**src/rtl/ntt_pipe_ctrl_if.sv**
```systemverilog
// Controller-side bundle for the NTT pipeline: start/stall handshake, memory
// read/write requests, datapath enable and pass select.
interface ntt_pipe_ctrl_if #(
  parameter int WORDS  = 64,
  parameter int PASSES = 4
);
  localparam int AW = (WORDS  > 1) ? $clog2(WORDS)  : 1;
  localparam int PW = (PASSES > 1) ? $clog2(PASSES) : 1;

  logic          start;
  logic          stall;
  logic          rd_en;
  logic [AW-1:0] rd_addr;
  logic          pipe_en;
  logic          wr_en;
  logic [AW-1:0] wr_addr;
  logic [PW-1:0] pass_idx;
  logic          busy;
  logic          done;

  modport master (
    input  start, stall,
    output rd_en, rd_addr, pipe_en, wr_en, wr_addr, pass_idx, busy, done
  );

  modport slave (
    output start, stall,
    input  rd_en, rd_addr, pipe_en, wr_en, wr_addr, pass_idx, busy, done
  );
endinterface

```
**src/rtl/ntt_pipe_ctrl.sv**
```systemverilog
// Read/issue/drain sequencer for a multi-pass NTT butterfly pipeline.
// Optional NTT_CTRL_ABORT_EN adds an abort input that returns to IDLE at once.
//
// state | meaning
// IDLE  | waiting for start, outputs quiet
// ISSUE | one read per non-stalled cycle, words 0..WORDS-1
// DRAIN | no reads, waiting for the pass's last write-back
// DONE  | one-cycle done pulse, then IDLE
module ntt_pipe_ctrl #(
  parameter int DEPTH  = 5,
  parameter int WORDS  = 64,
  parameter int PASSES = 4
) (
  input  logic           clk,
  input  logic           rst_n,
`ifdef NTT_CTRL_ABORT_EN
  input  logic           abort,
`endif
  ntt_pipe_ctrl_if.master bus
);

  localparam int AW = (WORDS  > 1) ? $clog2(WORDS)  : 1;
  localparam int PW = (PASSES > 1) ? $clog2(PASSES) : 1;
  localparam int VW = DEPTH + 1;
  localparam logic [AW-1:0] LAST_WORD = AW'(WORDS - 1);
  localparam logic [PW-1:0] LAST_PASS = PW'(PASSES - 1);

  typedef enum logic [1:0] {IDLE, ISSUE, DRAIN, DONE} state_t;

  state_t        state;
  logic          rd_q;
  logic          busy_q;
  logic          done_q;
  logic [AW-1:0] rd_addr;
  logic [AW-1:0] wr_addr;
  logic [PW-1:0] pass_idx;
  logic [VW-1:0] vld;

  logic stall;
  logic kill;
  logic last_wr;

  assign stall = bus.stall;

`ifdef NTT_CTRL_ABORT_EN
  assign kill = abort && (state != IDLE);
`else
  assign kill = 1'b0;
`endif

  // vld[DEPTH] marks a word leaving the delay line (read latency + DEPTH)
  assign last_wr = vld[DEPTH] && !stall && (wr_addr == LAST_WORD);

  always_ff @(posedge clk or negedge rst_n) begin
    if (!rst_n) begin
      state    <= IDLE;
      rd_q     <= 1'b0;
      busy_q   <= 1'b0;
      done_q   <= 1'b0;
      rd_addr  <= '0;
      wr_addr  <= '0;
      pass_idx <= '0;
      vld      <= '0;
    end else if (kill) begin
      state    <= IDLE;
      rd_q     <= 1'b0;
      busy_q   <= 1'b0;
      done_q   <= 1'b0;
      rd_addr  <= '0;
      wr_addr  <= '0;
      pass_idx <= '0;
      vld      <= '0;
    end else begin
      if (!stall) begin
        vld <= (vld << 1) | VW'(rd_q);
        if (vld[DEPTH])
          wr_addr <= (wr_addr == LAST_WORD) ? '0 : wr_addr + AW'(1);
      end

      unique case (state)
        IDLE: begin
          if (bus.start) begin
            state    <= ISSUE;
            rd_q     <= 1'b1;
            busy_q   <= 1'b1;
            rd_addr  <= '0;
            wr_addr  <= '0;
            pass_idx <= '0;
            vld      <= '0;
          end
        end
        ISSUE: begin
          if (!stall) begin
            if (rd_addr == LAST_WORD) begin
              state <= DRAIN;
              rd_q  <= 1'b0;
            end else begin
              rd_addr <= rd_addr + AW'(1);
            end
          end
        end
        DRAIN: begin
          // next pass reads only after this pass's final write-back
          if (last_wr) begin
            if (pass_idx == LAST_PASS) begin
              state  <= DONE;
              done_q <= 1'b1;
            end else begin
              state    <= ISSUE;
              rd_q     <= 1'b1;
              rd_addr  <= '0;
              pass_idx <= pass_idx + PW'(1);
            end
          end
        end
        DONE: begin
          state  <= IDLE;
          done_q <= 1'b0;
          busy_q <= 1'b0;
        end
        default: state <= IDLE;
      endcase
    end
  end

  assign bus.rd_en    = rd_q & ~stall;
  assign bus.rd_addr  = rd_addr;
  assign bus.wr_en    = vld[DEPTH] & ~stall;
  assign bus.wr_addr  = wr_addr;
  assign bus.pipe_en  = busy_q & ~stall;
  assign bus.pass_idx = pass_idx;
  assign bus.busy     = busy_q;
  assign bus.done     = done_q;

endmodule

```
**src/flat_wrapper.sv**
```systemverilog
// flat-port wrapper written by rule: the top's interface ports become plain ports
module ntt_pipe_ctrl_flat 
#(
  parameter int DEPTH  = 5,
  parameter int WORDS  = 64,
  parameter int PASSES = 4
)
  (clk, rst_n, bus_start, bus_stall, bus_rd_en, bus_rd_addr, bus_pipe_en, bus_wr_en, bus_wr_addr, bus_pass_idx, bus_busy, bus_done);
  ntt_pipe_ctrl_if #(.WORDS(WORDS), .PASSES(PASSES)) bus_i ();
  input  logic clk;
  input  logic rst_n;
  input wire logic [$bits(bus_i.start)-1:0] bus_start;
  input wire logic [$bits(bus_i.stall)-1:0] bus_stall;
  output wire logic [$bits(bus_i.rd_en)-1:0] bus_rd_en;
  output wire logic [$bits(bus_i.rd_addr)-1:0] bus_rd_addr;
  output wire logic [$bits(bus_i.pipe_en)-1:0] bus_pipe_en;
  output wire logic [$bits(bus_i.wr_en)-1:0] bus_wr_en;
  output wire logic [$bits(bus_i.wr_addr)-1:0] bus_wr_addr;
  output wire logic [$bits(bus_i.pass_idx)-1:0] bus_pass_idx;
  output wire logic [$bits(bus_i.busy)-1:0] bus_busy;
  output wire logic [$bits(bus_i.done)-1:0] bus_done;
  assign bus_i.start = bus_start;
  assign bus_i.stall = bus_stall;
  assign bus_rd_en = bus_i.rd_en;
  assign bus_rd_addr = bus_i.rd_addr;
  assign bus_pipe_en = bus_i.pipe_en;
  assign bus_wr_en = bus_i.wr_en;
  assign bus_wr_addr = bus_i.wr_addr;
  assign bus_pass_idx = bus_i.pass_idx;
  assign bus_busy = bus_i.busy;
  assign bus_done = bus_i.done;
  ntt_pipe_ctrl #(.DEPTH(DEPTH), .WORDS(WORDS), .PASSES(PASSES)) u_core (.clk(clk), .rst_n(rst_n), .bus(bus_i));
endmodule
```
**config.mk**
```make
export PLATFORM = sky130hd
export DESIGN_NAME = ntt_pipe_ctrl_flat
export DESIGN_NICKNAME = d
export VERILOG_FILES = /design/src/rtl/ntt_pipe_ctrl_if.sv /design/src/rtl/ntt_pipe_ctrl.sv /design/src/flat_wrapper.sv
export SDC_FILE = /design/constraint.sdc
export NUM_CORES = 1
export LEC_CHECK = 0
export ABC_CLOCK_PERIOD_IN_PS = 1900
export BUFFER_PORTS_ARGS = -buffer_cell sky130_fd_sc_hd__buf_2
export CAP_MARGIN = 20
export CORE_MARGIN = 10
export CORE_UTILIZATION = 30
export DETAILED_ROUTE_END_ITERATION = 10
export PLACE_DENSITY_LB_ADDON = 0.3
export SLEW_MARGIN = 20
export SYNTH_ARGS = -nofsm -noshare
export SYNTH_HDL_FRONTEND = slang
export SYNTH_SLANG_ARGS = --single-unit
```
**constraint.sdc**
```tcl
create_clock -name clk -period 1.9 [get_ports clk]
set_clock_uncertainty 0.05 [all_clocks]
set_input_delay 0.285 -clock clk [delete_from_list [all_inputs] [get_ports clk]]
set_output_delay 0.285 -clock clk [all_outputs]
set_load 0.1 [all_outputs]
```
### Word level (Yosys, flattened, before mapping)

Cells that the tools add are included.

| storage, ports and cells | value |
|---|---|
| bits in registers | 25 |
| latch bits | 0 |
| RAM bits | 0 |
| bits in read-only memories | 0 |
| memories kept | 0 |

| operators by class | value |
|---|---|
| $add $sub $neg | 3 |
| multipliers | 0 |
| div/mod/pow operators | 0 |
| $lt $le $gt $ge | 0 |
| eq/ne operators | 13 |
| shift operators | 0 |
| muxes and demuxes | 34 |
| bitwise operators | 5 |
| reduce and logical (&&, ||, !) cells | 14 |

Operators by type and width:

| cell | number |
|---|---|
| $mux W6 | 13 |
| $pmux W6 S3 | 1 |
| $mux W2 | 8 |
| $add A6 B1 Y6 const B | 2 |
| $eq A6 B6 Y1 const B | 2 |
| $reduce_and A6 Y1 | 2 |
| $ne A2 B2 Y1 const B | 4 |
| $pmux W2 S4 | 1 |
| $reduce_and A4 Y1 | 2 |
| $mux W1 | 7 |
| $eq A2 B2 Y1 const B | 3 |
| $ne A2 B1 Y1 const B | 3 |
| $or A6 B1 Y6 | 1 |
| $reduce_bool A2 Y1 | 3 |
| $pmux W1 S2 | 2 |
| $pmux W2 S2 | 1 |
| $and A1 B1 Y1 | 3 |
| $pmux W1 S3 | 1 |
| $reduce_and A3 Y1 | 1 |
| $reduce_bool A3 Y1 | 1 |
| $add A2 B1 Y2 const B | 1 |
| $eq A2 B1 Y1 const B | 1 |
| $logic_and A1 B1 Y1 | 2 |
| $logic_not A2 Y1 | 1 |
| other kinds (3) | 3 |

### Logic depth before layout (Yosys ltp)

| logic depth | value |
|---|---|
| depth after elaboration | 6 |
| gate-level depth with buffers | 5 |
| mapped depth without buffers | 5 |

### Worst setup path after synthesis

Ideal clock, no wire load.

| path | value |
|---|---|
| kind | reg2out |
| from | register u_core.busy_q, in the netlist u_core.bus.busy |
| to | output port bus_pipe_en |
| data arrival time | 2.332 ns |
| slack | -0.767 ns |
| stages on the path, launching flop included | 3 |
| cell sequence | dfrtp_1 inv_1 nor2_1 |

| between the ends | value |
|---|---|
| longest elaborated chain between the ends | 1 |

Ends and longest elaborated chain:

| element | line | text |
|---|---|---|
| from (decl) | ntt_pipe_ctrl.sv:32 | `logic busy_q;` |
| from (signal assigned) | ntt_pipe_ctrl.sv:58 | `busy_q <= 1'b0;` |
| from (signal assigned) | ntt_pipe_ctrl.sv:67 | `busy_q <= 1'b0;` |
| from (signal assigned) | ntt_pipe_ctrl.sv:85 | `busy_q <= 1'b1;` |
| $and A1 B1 Y1 | ntt_pipe_ctrl.sv:130 | `assign bus.pipe_en = busy_q & ~stall;` |
| to (decl) | flat_wrapper.sv:16 | `output wire logic [$bits(bus_i.pipe_en)-1:0] bus_pipe_en;` |

No other way between the ends.

### Final worst setup path

| path | value |
|---|---|
| from | register u_core.pass_idx[0], in the netlist u_core.bus.pass_idx[0] |
| to | register u_core.pass_idx[0], in the netlist u_core.bus.pass_idx[0] |

| between the ends | value |
|---|---|
| longest elaborated chain between the ends | 4 |
| elaborated cells between the ends (all ways) | 7 |
| those cells by class | add/sub: 1; eq/ne: 2; mux: 3; reduce/logical: 1 |

Ends and longest elaborated chain:

| element | line | text |
|---|---|---|
| from (decl) | ntt_pipe_ctrl.sv:36 | `logic [PW-1:0] pass_idx;` |
| from (signal assigned) | ntt_pipe_ctrl.sv:112 | `pass_idx <= pass_idx + PW'(1);` |
| $add A2 B1 Y2 | ntt_pipe_ctrl.sv:112 |  |
| $mux W2 | ntt_pipe_ctrl.sv:105 | `if (pass_idx == LAST_PASS) begin` |
| $mux W2 | ntt_pipe_ctrl.sv:104 | `if (last_wr) begin` |
| $pmux W2 S2 | ntt_pipe_ctrl.sv:80 | `unique case (state)` |

Several ways; a longest one is shown, not always the timed one. The select of a mux whose other input is x is not followed.
A chain may end at the register's enable or synchronous reset.

==> PnR_summary.wiki <==
{| class="wikitable"
! Metric !! Value
|-
| GRT busiest layer || met2
|-
| DRC violations left || 0
|-
| Die ar. || 7560 um2
|-
| Average wire per cell in the routed design || 15.4 um
|-
| Hold depth || 3
|-
| Crit path required time || 2.02 ns
|-
| Leakage Power || 0.759 nW
|-
| Result of the run || completed
|-
| Origin of the critical flop-to-flop path || u_core.bus.pass_idx[0]
|-
| Final core utilization || 0.384
|-
| Number of buffer and inverter stages on the critical path || 0
|-
| Register-to-Register Path Depth || 5
|-
| Category of cells accounting for the largest share of critical-path delay || flip-flops
|-
| Met2 track utilization from global routing || 0.162
|-
| Placeable core region || 4350 um2
|-
| Cell area after layout || 1670 um2
|-
| Instance area after placement || around 1600 um2
|-
| Routed Wire Length || around 3.2 mm
|-
| Worst setup margin || between 0.04 and 0.05 ns
|-
| Post-synthesis instance total || 132
|-
| Global-route met1 utilization || 0.0975
|-
| Most used standard cells in the synthesized netlist || dfrtp_1, nor2_1, a21oi_1, nand2_1, nor2b_1
|-
| Type of the worst setup path || reg -> reg
|-
| Setup violation total in the final timing report || 0
|-
| Initial cell density of the core || 0.309
|-
| Share of the synthesized area in the top cell type || 0.466
|-
| Top cells by area, synth || dfrtp_1, mux2i_1, nor2_1
|-
| Headroom to the max-slew limit || 0.618
|-
| Pin count of the biggest net entering global routing || 26
|-
| Number of distinct standard cells referenced by the synthesized netlist || 42
|-
| Origin of the worst setup path || u_core.bus.pass_idx[0]
|-
| Crit path largest cell delay || 0.52 ns
|-
| Async set-reset flop share out of synthesis || 1.00
|-
| Num CTS Buffers || 3
|-
| Final Cycle Share || 0.976
|-
| Worst Setup End Kind || flop
|-
| Sequential area share after synthesis || 0.466
|-
| Final setup TNS || 0 ns
|-
| Initial drt markers || 19
|-
| Dominant cell type by area after synthesis || dfrtp_1
|-
| Crit path DAT || 1.97 ns
|-
| Critical hold path startpoint || bus_start
|-
| Maximum fanout along the worst path || 5
|-
| Routability Congestion || 0.702
|-
| Antenna violations before repair || 0
|-
| Height of the die || between 80 and 90 um
|-
| Final min period || between 1.5 and 2 ns
|-
| Area growth from synthesis to final layout || 24.6%
|-
| Post-route antenna net violation count || 0
|-
| Die W || 86.9 um
|-
| CP Depth || 5
|-
| Buffer cell driving the clock tree root || clkbuf_8
|-
| Placement Setup Slack || 0.0322 ns
|-
| Ant. Diodes || 0
|-
| Number of buffers inserted by port buffering || 22
|-
| Aggregate global routing overflow || 0
|-
| Row count || 24
|-
| Hold violation count in the final report || 0
|-
| Peak VDD IR || 551 uV
|-
| Clk_lat worst skew || ~0.27 ns
|-
| Synth Register Bits || 25
|-
| Share of layout cells above drive strength 1 || 0.373
|-
| Tightest Hold Check Type || in -> reg
|-
| Dominant cell by count in the synthesized netlist || dfrtp_1
|-
| Count of max-cap constraint violations || 0
|-
| Overall Global Routing Usage || 0.0891
|-
| Filler cell count || between 400 and 500
|-
| Post-DP HPWL || 2.43 mm
|-
| Startpoint class of the critical path || flop
|-
| Final-report max-slew violation count || 0
|-
| Synthesized cell area || 1340 um2
|-
| Top_reg_cell synth || dfrtp_1
|-
| Clock tree from TritonCTS || built
|-
| Total nets after synthesis || 139
|-
| Pre-Repair DR Iteration Count || 4
|-
| Wire length of the first global-routing pass || 5.47 mm
|-
| Number of nets in the final layout || 166
|-
| Number of global-route vias before repair || 1141
|-
| CTS H-Tree Depth || 1
|-
| Maximum root-to-sink buffer count || 2
|-
| CP max-delay cell || dfrtp_4
|-
| Number of primary I/O pins || 23
|-
| Number of flops mapped to enable cells by yosys || 0
|-
| Transition time at the pin with the least slew margin || 0.572 ns
|-
| Cells along the critical path || ha_4 > and4b_2 > and2_4 > mux2_4 > a22o_1
|-
| Worst-path clk slew || 0.09 ns
|-
| Vias || 1079
|-
| Clock Sink Count || 25
|-
| Post-Syn Area per Cell || 10.2 um2
|-
| Ratio of total power to cell area || approximately 1400 nW/um2
|-
| Met3 global-route usage || 0.0272
|-
| Via density per instance || 5.14
|-
| Worst hold-check slack || 0.357 ns
|-
| Synthesis Warnings || 0
|-
| Highest achievable clock rate || 539 MHz
|}
## per-stage QoR
step                std cells  power [mW]
finish                    210        2.29
floorplan                 132        1.75
detailed placement        204        1.99
global route              210        2.43
global placement          204        1.95
CTS                       209        2.32
## cells in the final DEF (no fill, tap or decap), types with 4 or more instances in the layout
master,count
nand2_1,7
buf_4,7
dfrtp_1,11
dfrtp_4,4
mux2i_1,6
a22o_1,5
nor2_1,13
buf_2,21
dfrtp_2,10
xnor2_1,4
nor2b_1,6
inv_1,4
a21oi_1,7
## path summary, 6_finish.rpt
check                      slack, ns                     end
max                             0.05  u_core.bus.pass_idx[0]
min                             0.36             u_core.rd_q
max reg2reg                     0.05  u_core.bus.pass_idx[0]
min reg2reg                     0.48           u_core.vld[5]
max in group asynchronous       0.89   u_core.bus.wr_addr[1]
min in group asynchronous       0.48   u_core.bus.rd_addr[1]
## routing by layer
metal  share of wire  vias to the layer above
met5               0                        -
met4          0.0099                        0
met3           0.047                        4
met2            0.51                       19
met1            0.44                      527
li1                -                      529
## area by class of cell
| type | instances | area, um2 | share of cell area |
|---|---|---|---|
| clock buffers | 3 | 41.3 | 0.0247 |
| flip-flops and latches | 25 | 653 | 0.390 |
| multi-input cells | 95 | 707 | 0.422 |
| repair buffers | 30 | 188 | 0.112 |
| clock inverters | 1 | 5.00 | 0.00299 |
| inverters | 4 | 15.0 | 0.00897 |
| well taps | 52 | 65.1 | 0.0389 |
## flip-flops by register name, indices dropped and copies added (netlist names)
name,flops
u_core.rd_q,1
u_core.bus.done,1
u_core.bus.busy,1
u_core.vld,6
u_core.bus.pass_idx,2
u_core.bus.rd_addr,6
u_core.state,2
u_core.bus.wr_addr,6
## worst min-delay path: stages
cell and delay (ns):
buf_2 0.12, o21a_1 0.13, o22a_1 0.12
## cells by family (layout without fill, tap and decap cells)
family,after synthesis,count (layout),synth area share
AOI/OAI and AO/OA,27,27,0.142
xor gates and xnor gates,7,7,0.0456
adders and majority gates,3,3,0.0279
buffers and inverters,12,38,0.0382
DFF,25,25,0.466
muxes,8,8,0.0615
and+or+nand+nor,50,50,0.219
## where the power goes
group          internal (mW)  switching, mW  total (mW)
sequential             0.691          0.164       0.855
clock                  0.147          0.176       0.323
combinational          0.279          0.834        1.11
total                   1.12           1.17        2.29
## repair_timing
| action | in CTS | in global routing |
|---|---|---|
| setup buffers | 0 | 1 |
| hold buffers | 1 | 0 |
| endpoints found under the setup margin | 0 | 3 |
| resized for setup | 0 | 3 |
| hold endpoints to repair | 25 | 0 |
(Power assumes the default switching activity.)
